$ cat src/rtl/cordic_pkg.sv
// Shared constants and types for the circular-mode CORDIC engines.
// Angles are binary angles at 32 bits; narrower datapaths keep the top bits.
package cordic_pkg;

    localparam int LUT_DEPTH = 20;

    // arctan(2^-i) scaled so that a full circle is 2^32
    localparam logic [31:0] ATAN_LUT [LUT_DEPTH] = '{
        32'h2000_0000, 32'h12E4_051D, 32'h09FB_385B, 32'h0511_11D4,
        32'h028B_0D43, 32'h0145_D7E1, 32'h00A2_F61E, 32'h0051_7C55,
        32'h0028_BE53, 32'h0014_5F2E, 32'h000A_2F98, 32'h0005_17CC,
        32'h0002_8BE6, 32'h0001_45F3, 32'h0000_A2F9, 32'h0000_517C,
        32'h0000_28BE, 32'h0000_145F, 32'h0000_0A2F, 32'h0000_0517
    };

    localparam logic [31:0] ANG_90  = 32'h4000_0000;
    localparam logic [31:0] ANG_M90 = 32'hC000_0000;

    localparam real CORDIC_K = 1.6467602;

    typedef enum logic [1:0] {
        IDLE,
        PRE,
        ITER,
        DONE
    } state_e;

endpackage

$ cat src/rtl/cordic_atan_lut.sv
// Combinational arctan(2^-i) lookup, truncated to the datapath angle width.
// Indices past the table return zero.
module cordic_atan_lut
    import cordic_pkg::*;
#(
    parameter int p_WIDTH = 32
) (
    input  logic [4:0]         idx_i,
    output logic [p_WIDTH-1:0] angle_o
);

    logic [31:0] full_angle;

    // NOTE: every output of a combinational block gets a value on every path, otherwise a latch is inferred.
    always_comb begin
        full_angle = '0;
        if (idx_i < 5'(LUT_DEPTH)) begin
            full_angle = ATAN_LUT[idx_i];
        end
        angle_o = full_angle[31 -: p_WIDTH];
    end

endmodule

$ cat src/rtl/cordic_vectoring.sv
// Iterative vectoring-mode CORDIC: rotates (x, y) onto the x axis and reports
// atan2(y, x) as a binary angle plus the K-scaled magnitude.
module cordic_vectoring
    import cordic_pkg::*;
#(
    parameter int p_WIDTH = 32,
    parameter int p_ITER  = 20
) (
    input  logic               i_clk,
    input  logic               i_rst,
    input  logic               i_valid,
    output logic               o_ready,
    input  logic [p_WIDTH-1:0] i_x,
    input  logic [p_WIDTH-1:0] i_y,
    output logic               o_valid,
    input  logic               i_ready,
    output logic [p_WIDTH-1:0] o_angle,
    output logic [p_WIDTH+1:0] o_mag
);

    localparam int XW = p_WIDTH + 2;
    localparam logic [p_WIDTH-1:0] Z_90  = ANG_90[31 -: p_WIDTH];
    localparam logic [p_WIDTH-1:0] Z_M90 = ANG_M90[31 -: p_WIDTH];

    state_e                    state_q, state_d;
    logic signed [XW-1:0]      x_q, x_d, y_q, y_d, mag_q, mag_d;
    logic [p_WIDTH-1:0]        z_q, z_d, angle_q, angle_d;
    logic [4:0]                cnt_q, cnt_d;
    logic                      zero_q, zero_d;

    logic [p_WIDTH-1:0]        lut_angle;
    logic signed [XW-1:0]      x_sh, y_sh, x_rot, y_rot;
    logic [p_WIDTH-1:0]        z_rot;

    cordic_atan_lut #(.p_WIDTH(p_WIDTH)) u_atan_lut (
        .idx_i   (cnt_q),
        .angle_o (lut_angle)
    );

    // One micro-rotation; both updates read the pre-update x and y.
    always_comb begin
        x_sh = x_q >>> cnt_q;
        y_sh = y_q >>> cnt_q;
        if (y_q[XW-1]) begin
            x_rot = x_q - y_sh;
            y_rot = y_q + x_sh;
            z_rot = z_q - lut_angle;
        end else begin
            x_rot = x_q + y_sh;
            y_rot = y_q - x_sh;
            z_rot = z_q + lut_angle;
        end
    end

    always_comb begin
        state_d = state_q;
        x_d     = x_q;
        y_d     = y_q;
        z_d     = z_q;
        cnt_d   = cnt_q;
        zero_d  = zero_q;
        angle_d = angle_q;
        mag_d   = mag_q;
        unique case (state_q)
            IDLE: begin
                if (i_valid) begin
                    x_d     = {{2{i_x[p_WIDTH-1]}}, i_x};
                    y_d     = {{2{i_y[p_WIDTH-1]}}, i_y};
                    zero_d  = (i_x == '0) && (i_y == '0);
                    state_d = PRE;
                end
            end
            PRE: begin
                // Fold the left half-plane into the right so the iterations converge.
                z_d     = '0;
                cnt_d   = '0;
                state_d = ITER;
                if (x_q[XW-1]) begin
                    if (!y_q[XW-1]) begin
                        x_d = y_q;
                        y_d = -x_q;
                        z_d = Z_90;
                    end else begin
                        x_d = -y_q;
                        y_d = x_q;
                        z_d = Z_M90;
                    end
                end
            end
            ITER: begin
                x_d = x_rot;
                y_d = y_rot;
                z_d = z_rot;
                if (cnt_q == 5'(p_ITER - 1)) begin
                    // A zero vector never steers y, so its accumulated angle is meaningless.
                    angle_d = zero_q ? '0 : z_rot;
                    mag_d   = x_rot;
                    state_d = DONE;
                end else begin
                    cnt_d = cnt_q + 5'd1;
                end
            end
            DONE: begin
                if (i_ready) begin
                    state_d = IDLE;
                end
            end
            default: state_d = IDLE;
        endcase
    end

    // NOTE: sequential state uses non-blocking assignments so every register samples pre-edge values.
    always_ff @(posedge i_clk or posedge i_rst) begin
        if (i_rst) begin
            state_q <= IDLE;
            x_q     <= '0;
            y_q     <= '0;
            z_q     <= '0;
            cnt_q   <= '0;
            zero_q  <= 1'b0;
            angle_q <= '0;
            mag_q   <= '0;
        end else begin
            state_q <= state_d;
            x_q     <= x_d;
            y_q     <= y_d;
            z_q     <= z_d;
            cnt_q   <= cnt_d;
            zero_q  <= zero_d;
            angle_q <= angle_d;
            mag_q   <= mag_d;
        end
    end

    assign o_ready = (state_q == IDLE);
    assign o_valid = (state_q == DONE);
    assign o_angle = angle_q;
    assign o_mag   = mag_q;

endmodule

$ cat config.mk
export PLATFORM = sky130hd
export DESIGN_NAME = cordic_vectoring
export DESIGN_NICKNAME = d
export VERILOG_FILES = /design/src/rtl/cordic_pkg.sv /design/src/rtl/cordic_atan_lut.sv /design/src/rtl/cordic_vectoring.sv
export SDC_FILE = /design/constraint.sdc
export NUM_CORES = 1
export LEC_CHECK = 0
export BUFFER_PORTS_ARGS = -buffer_cell sky130_fd_sc_hd__buf_2
export CORE_MARGIN = 5
export CORE_UTILIZATION = 30
export DETAILED_ROUTE_END_ITERATION = 12
export GPL_TIMING_DRIVEN = 0
export PLACE_DENSITY_LB_ADDON = 0.05
export RECOVER_POWER = 100
export SLEW_MARGIN = 20
export SYNTH_ARGS = -nofsm -noshare
export SYNTH_HDL_FRONTEND = slang
export SYNTH_HIERARCHICAL = 1
export SYNTH_SLANG_ARGS = --single-unit
$ cat constraint.sdc
create_clock -name i_clk -period 6.2 [get_ports i_clk]
set_input_delay 0.93 -clock i_clk [delete_from_list [all_inputs] [get_ports i_clk]]
set_output_delay 0.93 -clock i_clk [all_outputs]
set_load 0.02 [all_outputs]
==> impl_metrics.yaml, run 1 <==
run_status:
  status: "finished, violations left"
  violations: "capacitance limit, slew limit"
synthesis:
  ys_top_cells_by_area: "dfrtp_1 20%, mux4_2 8.5%, ha_1 6.5%, xnor2_1 6.0%, nand2_1 4.9%"
  synth_edf_count: 0
  ys_seq_area_share_pct: 19.8
  yosysTopAreaCell: "dfrtp_1"
  syn-cell-area_mm2: 0.0220
  ys_types: 108
  synth_top_area_share_pct: 19.8
  async_reset_ff_share_pct: 100
  yosysMostFrequentCell: "nand2_1"
  syn_avg_cell_area_um2: 8.15
  synth_commonest_cells: "287 x nand2_1, 217 x nor2_1, 182 x a21oi_1"
  yosys_warnings: 6
  synthCells: 2696
  ys_ff_latch: 174
  ys_dominant_reg_cell: "dfrtp_1"
placed_design:
  pre_cts_ws_ps: -2310
  dp_hpwl_um: 101000
  portBuffers: 135
  placed_cell_area_mm2: 0.0239
  globalplace.congestion: 1.01
worst_setup_path:
  path_cells: "clkbuf_2 -> mux4_2 -> mux2_4 -> mux2i_2 -> mux2_4 -> ha_2 -> nand2_2 -> nor3_2 -> nor2_1 -> xnor2_1 -> ha_1 -> a21o_1 -> a221o_1 -> o21ai_2 -> nand2_1 -> or4b_4 -> a31oi_4 -> xor2_2 -> o21ai_1 -> o22a_1"
  critPathSlowestCell: "xnor2_1"
  timing.rr.start: "x_q[12]"
  worstPathMaxFanout: 10
  cpMostUsedCell: "mux2_4"
  crit_path_max_incr_delay_ps: 590
  ff2ff_setup_slack_ps: 90
  end_kind: "flop"
  rr_endpoint: "y_q[29]"
  r2r_cells: 20
  path_class: "flop to flop"
  required_ps: 6590
  arrival_ps: 6500
  critPathBufInv: 1
  critPathTopFamily: "compound AO/OA/AOI/OAI gates"
  critPathLaunchType: "flop"
timing:
  relSlewSlack_pct: -199
  period_minus_slack_ps: 6110
  tightest_slew_ps: 4490
  skew_ps: 26.6
  tns_ps: 0
  layout_setup_ws_ps: 87.3
  whs_ps: 481
  rsz0062_at_grt: "true"
  hold_viol: 0
  setup_viol: 0
  clock.fmax_mhz: 164
  maxSlewViolCount: 176
  fin_crit_sh_pct: 98.6
floorplan:
  die_x_um: 281
  placeableCoreArea_mm2: 0.0728
  io_pins: 136
  dieHeight_um: 281
  dieArea_mm2: 0.0788
  rows: 99
  floorplan.initialDensity_pct: 30.2
clock_network:
  cts_tree: "built"
  path_clk_slew_ps: 90
  cts_buffers: 17
  worstSkewPairLatency_ps: 510
  clock_path_buffers: 2
  cts_sinks: 174
  cts_root_buf: "clkbuf_16"
  htreeDepth: 4
  postCtsHoldBufs: 0
final_layout:
  syn_to_final_growth_pct: 20.4
  fin_area_mm2: 0.0265
  multi_input_area_mm2: 0.0174
  drive_gt1_share_pct: 21.0
  seq_area_mm2: 0.00436
  fillers: 7742
  fin_nets: 3107
min_path:
  min_path_cells: 2
  hold_class: "flop to flop"
  hold_start: "o_mag[25]"
  min_to: "o_mag[25]"
drt:
  drtPass1Iterations: 9
  antenna_left: 0
  drc: 0
  avgRoutedWirePerCell_um: 32.7
  via_per_inst: 6.20
  drtIter0Drc: 2773
  routed_wl_um: 127000
  dr_total_vias: 24200
grt:
  grt_pass1_wl_um: 178000
  grt_use_total_pct: 31.3
  grt_pass1_vias: 23600
  grt_max_degree: 90
  overflow: 0
  antenna_found_initial: 4
run:
  cap_violations: 2
-- worst reg2reg max path: stages, from the launching register on --
cell	delay, ps
dfrtp_1	520
clkbuf_2	360
mux4_2	560
mux2_4	330
mux2i_2	190
mux2_4	200
ha_2	190
nand2_2	90
nor3_2	230
nor2_1	70
xnor2_1	590
ha_1	430
a21o_1	210
a221o_1	380
o21ai_2	230
nand2_1	100
or4b_4	530
a31oi_4	220
xor2_2	270
o21ai_1	110
o22a_1	190
-- placed cells by master (no fill, tap or decap), types with 23 or more instances in the layout --
master    count
nand2_1     283
nor2_1      204
a21oi_1     173
dfrtp_1     168
clkbuf_1    151
o21ai_0     150
xnor2_1     125
ha_1        101
buf_2        98
buf_4        93
mux4_2       83
xor2_1       75
inv_1        69
nor3_1       62
a21o_1       52
nand3_1      42
a31oi_1      40
a22o_1       40
nand2b_1     34
nor2b_1      33
o31ai_1      31
mux2i_1      31
a221oi_1     30
o211ai_1     30
o21a_1       29
clkbuf_2     28
xnor2_2      26
nor4_1       23
o22ai_1      23
-- how the worst max path moves through the flow --
stage          cells after the start  slack (ps)     start       to
2_1_floorplan                     23         450  cnt_q[0]  y_q[29]
3_3_place_gp                      17       -2420   y_q[33]  z_q[31]
3_5_place_dp                      18       -2310   y_q[33]  z_q[31]
4_1_cts                           22          -8   y_q[15]  x_q[31]
5_1_grt                           25        -110  cnt_q[1]  x_q[31]
6_report                          20          90   x_q[12]  y_q[29]
-- repair_timing --
item	4_1_cts	5_1_grt
gates resized for setup	265	116
gates cloned	0	0
buffers inserted	52	23
pin swaps	29	34
setup endpoints to repair	144	47
-- metal layers --
layer | GRT usage (%) | vias up | part of all wire [%]
li1 | - | 10500 | -
met1 | 38.7 | 12000 | 40
met2 | 52.2 | 1345 | 47
met3 | 5.85 | 329 | 7.7
met4 | 15.9 | 4 | 5.9
met5 | 0 | - | 0.021
-- stage by stage --
stage	instances	utilization, %
2_1_floorplan	2697	-
3_3_place_gp	3791	32.7
3_5_place_dp	3793	32.8
4_1_cts	3872	35.6
5_1_grt	3894	36.3
6_report	3895	36.3
-- final cells by class --
type | instances | share of cell area [%]
Antenna cell | 2 | 0.0189
Multi-Input combinational cell | 2225 | 65.6
Buffer | 216 | 5.39
Clock inverter | 15 | 0.780
Clock buffer | 17 | 1.61
Inverter | 75 | 1.09
Tap cell | 959 | 4.54
Timing Repair Buffer | 212 | 4.47
Sequential cell | 174 | 16.5
-- sequential cells by signal (all words and copies together), names as in the netlist --
| name | flops |
|---|---|
| zero_q | 1 |
| x_q | 34 |
| state_q | 2 |
| cnt_q | 5 |
| o_mag | 34 |
| o_angle | 32 |
| z_q | 32 |
| y_q | 34 |
-- kinds of logic after synthesis --
family                     count (synthesis)  synth area share (%)
adders and majority gates                118                  6.82
AOI/OAI and AO/OA                        838                  26.0
DFF                                      174                  19.8
and+or+nand+nor                          869                  19.3
xor gates and xnor gates                 231                  9.24
buffers and inverters                    298                  6.12
muxes                                    167                  12.7
other                                      1                0.0171
Power of run 1 is left out: the tool's default activity adds up to more than one toggle a clock period on the data nets, which glitch-free logic cannot reach.
==> run 2: changes to the inputs <==
- CORE_MARGIN: 5 -> not set
- CORE_UTILIZATION: 30 -> 45
==> run 2 against run 1 <==
  * The flow finishes with violations (capacitance limit, slew limit, setup timing)
  * Maximum frequency decreased by 1.9%
  * Die area decreased by 37%
  * Clock skew fell by 9.3 ps
  * Core utilization is 17 points higher
  * Worst setup slack worse by 120 ps
  * Sequential share of layout area grew 0.61 points
  * Hold slack lost 2.7 ps
  * Cell area is 3.6% lower
  * Final cell count fell by 9.1%
  * Critical path depth unchanged
  * Largest cell class unchanged
  * Highest routed layer unchanged
==> impl_metrics.yaml, run 2 (synthesized netlist as in run 1, its figures left out) <==
timing:
  relSlewSlack_pct: -162
  rsz0062_at_grt: "true"
  tightest_slew_ps: 3910
  layout_setup_ws_ps: -29.0
  hold_viol: 0
  setup_viol: 5
  maxSlewViolCount: 81
  skew_ps: 17.2
  fin_crit_sh_pct: 100
  whs_ps: 478
  clock.fmax_mhz: 161
  period_minus_slack_ps: 6230
floorplan:
  io_pins: 136
  dieArea_mm2: 0.0497
  placeableCoreArea_mm2: 0.0479
  floorplan.initialDensity_pct: 45.8
  dieHeight_um: 223
  rows: 80
  die_x_um: 223
run:
  cap_violations: 1
placed_design:
  pre_cts_ws_ps: -2120
  portBuffers: 135
  dp_hpwl_um: 88400
  globalplace.congestion: 1.07
final_layout:
  syn_to_final_growth_pct: 16.0
  diodes: 0
  multi_input_area_mm2: 0.0170
  fin_nets: 3098
  layout_commonest_cell: "nand2_1"
  final_cell_mix: "285 x nand2_1, 209 x nor2_1, 175 x a21oi_1"
  seq_area_mm2: 0.00436
  drive_gt1_share_pct: 18.5
  fillers: 4605
  fin_util_pct: 53.2
clock_network:
  worstSkewPairLatency_ps: 520
  cts_tree: "built"
  path_clk_slew_ps: 80
  cts_root_buf: "clkbuf_16"
  cts_buffers: 17
  htreeDepth: 4
  clock_path_buffers: 2
  cts_sinks: 174
  postCtsHoldBufs: 0
min_path:
  min_path_cells: 2
  hold_class: "flop to flop"
drt:
  drtPass1Iterations: 9
  drtIter0Drc: 3963
  drc: 0
  via_per_inst: 7.06
  antenna_left: 0
  routed_wl_um: 114000
  avgRoutedWirePerCell_um: 32.3
  dr_total_vias: 25000
worst_setup_path:
  path_class: "flop to flop"
  crit_path_max_incr_delay_ps: 690
  worstSetupPathDepth: 20
  worstPathMaxFanout: 10
  path_cells: "buf_1 -> mux4_2 -> a22oi_2 -> o22ai_1 -> a311oi_4 -> o211ai_4 -> nor4_2 -> a21oi_1 -> xnor2_1 -> ha_1 -> and4_1 -> o2111a_1 -> o21a_1 -> nor2_1 -> o31ai_1 -> a21o_1 -> a21oi_1 -> xnor2_1 -> a221oi_1 -> nor3_1"
  r2r_cells: 20
  critPathTopFamily: "compound AO/OA/AOI/OAI gates"
  critPathLaunchType: "flop"
  critPathSlowestCell: "mux4_2"
  critPathBufInv: 1
  end_kind: "flop"
  required_ps: 6580
  arrival_ps: 6610
grt:
  overflow: 0
  grt_use_total_pct: 45.5
  grt_max_degree: 95
  grt_pass1_wl_um: 163000
  grt_pass1_vias: 23700
  antenna_found_initial: 2
run_status:
  status: "finished, violations left"
  violations: "capacitance limit, slew limit, setup timing"
-- run 2: cell types whose count changed in the layout (fill, tap and decap cells not counted), sizes merged --
| cell | change |
|---|---|
| diode | -2 |
| inv | -5 |
| dlymetal6s4s | -2 |
| clkdlybuf4s15 | +1 |
| clkinv | +2 |
| clkinvlp | +2 |
| clkbuf | +2 |
| buf | -10 |
| bufinv | +1 |
-- run 2: worst register-to-register path, stage by stage, from the launching register on --
cell      delay [ps]
dfrtp_1          420
buf_1            480
mux4_2           690
a22oi_2          210
o22ai_1          140
a311oi_4         380
o211ai_4         200
nor4_2           520
a21oi_1          160
xnor2_1          360
ha_1             300
and4_1           250
o2111a_1         200
o21a_1           190
nor2_1           100
o31ai_1          530
a21o_1           200
a21oi_1           80
xnor2_1          170
a221oi_1         430
nor3_1           110
-- run 2: timing repair --
action	4_1_cts	5_1_grt
setup endpoints to repair	131	48
buffers inserted	24	39
pin swaps	19	35
gates cloned	0	0
gates resized for setup	134	146
-- run 2: layout make-up --
type,count,area share (%)
inverter,75,1.11
clock inverter,15,0.888
tap,615,3.02
timing repair buffer,199,4.27
multi-input combinational,2225,66.7
clock buffer,17,1.67
sequential,174,17.1
buffer,220,5.21
-- run 2: per-layer routing --
metal	track usage [%]	vias to the layer above	part of all wire [%]
li1	-	10500	-
met1	52.3	11900	35
met2	69.8	1954	43
met3	13.5	600	12
met4	37.8	4	10
met5	0	-	0.024
-- run 2: path summary, 6_finish.rpt --
kind                           start         to  slack, ps
min in group asynchronous      i_rst  o_mag[30]       1580
min                        o_mag[10]  o_mag[10]        480
min reg2reg                o_mag[10]  o_mag[10]        480
max                          x_q[21]    y_q[25]        -30
max in group asynchronous      i_rst   cnt_q[4]       2630
max reg2reg                  x_q[21]    y_q[25]        -30
-- run 2: stage by stage --
stage / setup TNS [ps] / cells / cell area [um2]
floorplan: 0 / 2697 / 22000
global placement: -422560 / 3447 / 23400
detailed placement: -115720 / 3448 / 23500
CTS: 0 / 3503 / 24800
global route: -227 / 3540 / 25500
finish: -96.7 / 3540 / 25500
Power of run 2 is left out for the same reason.
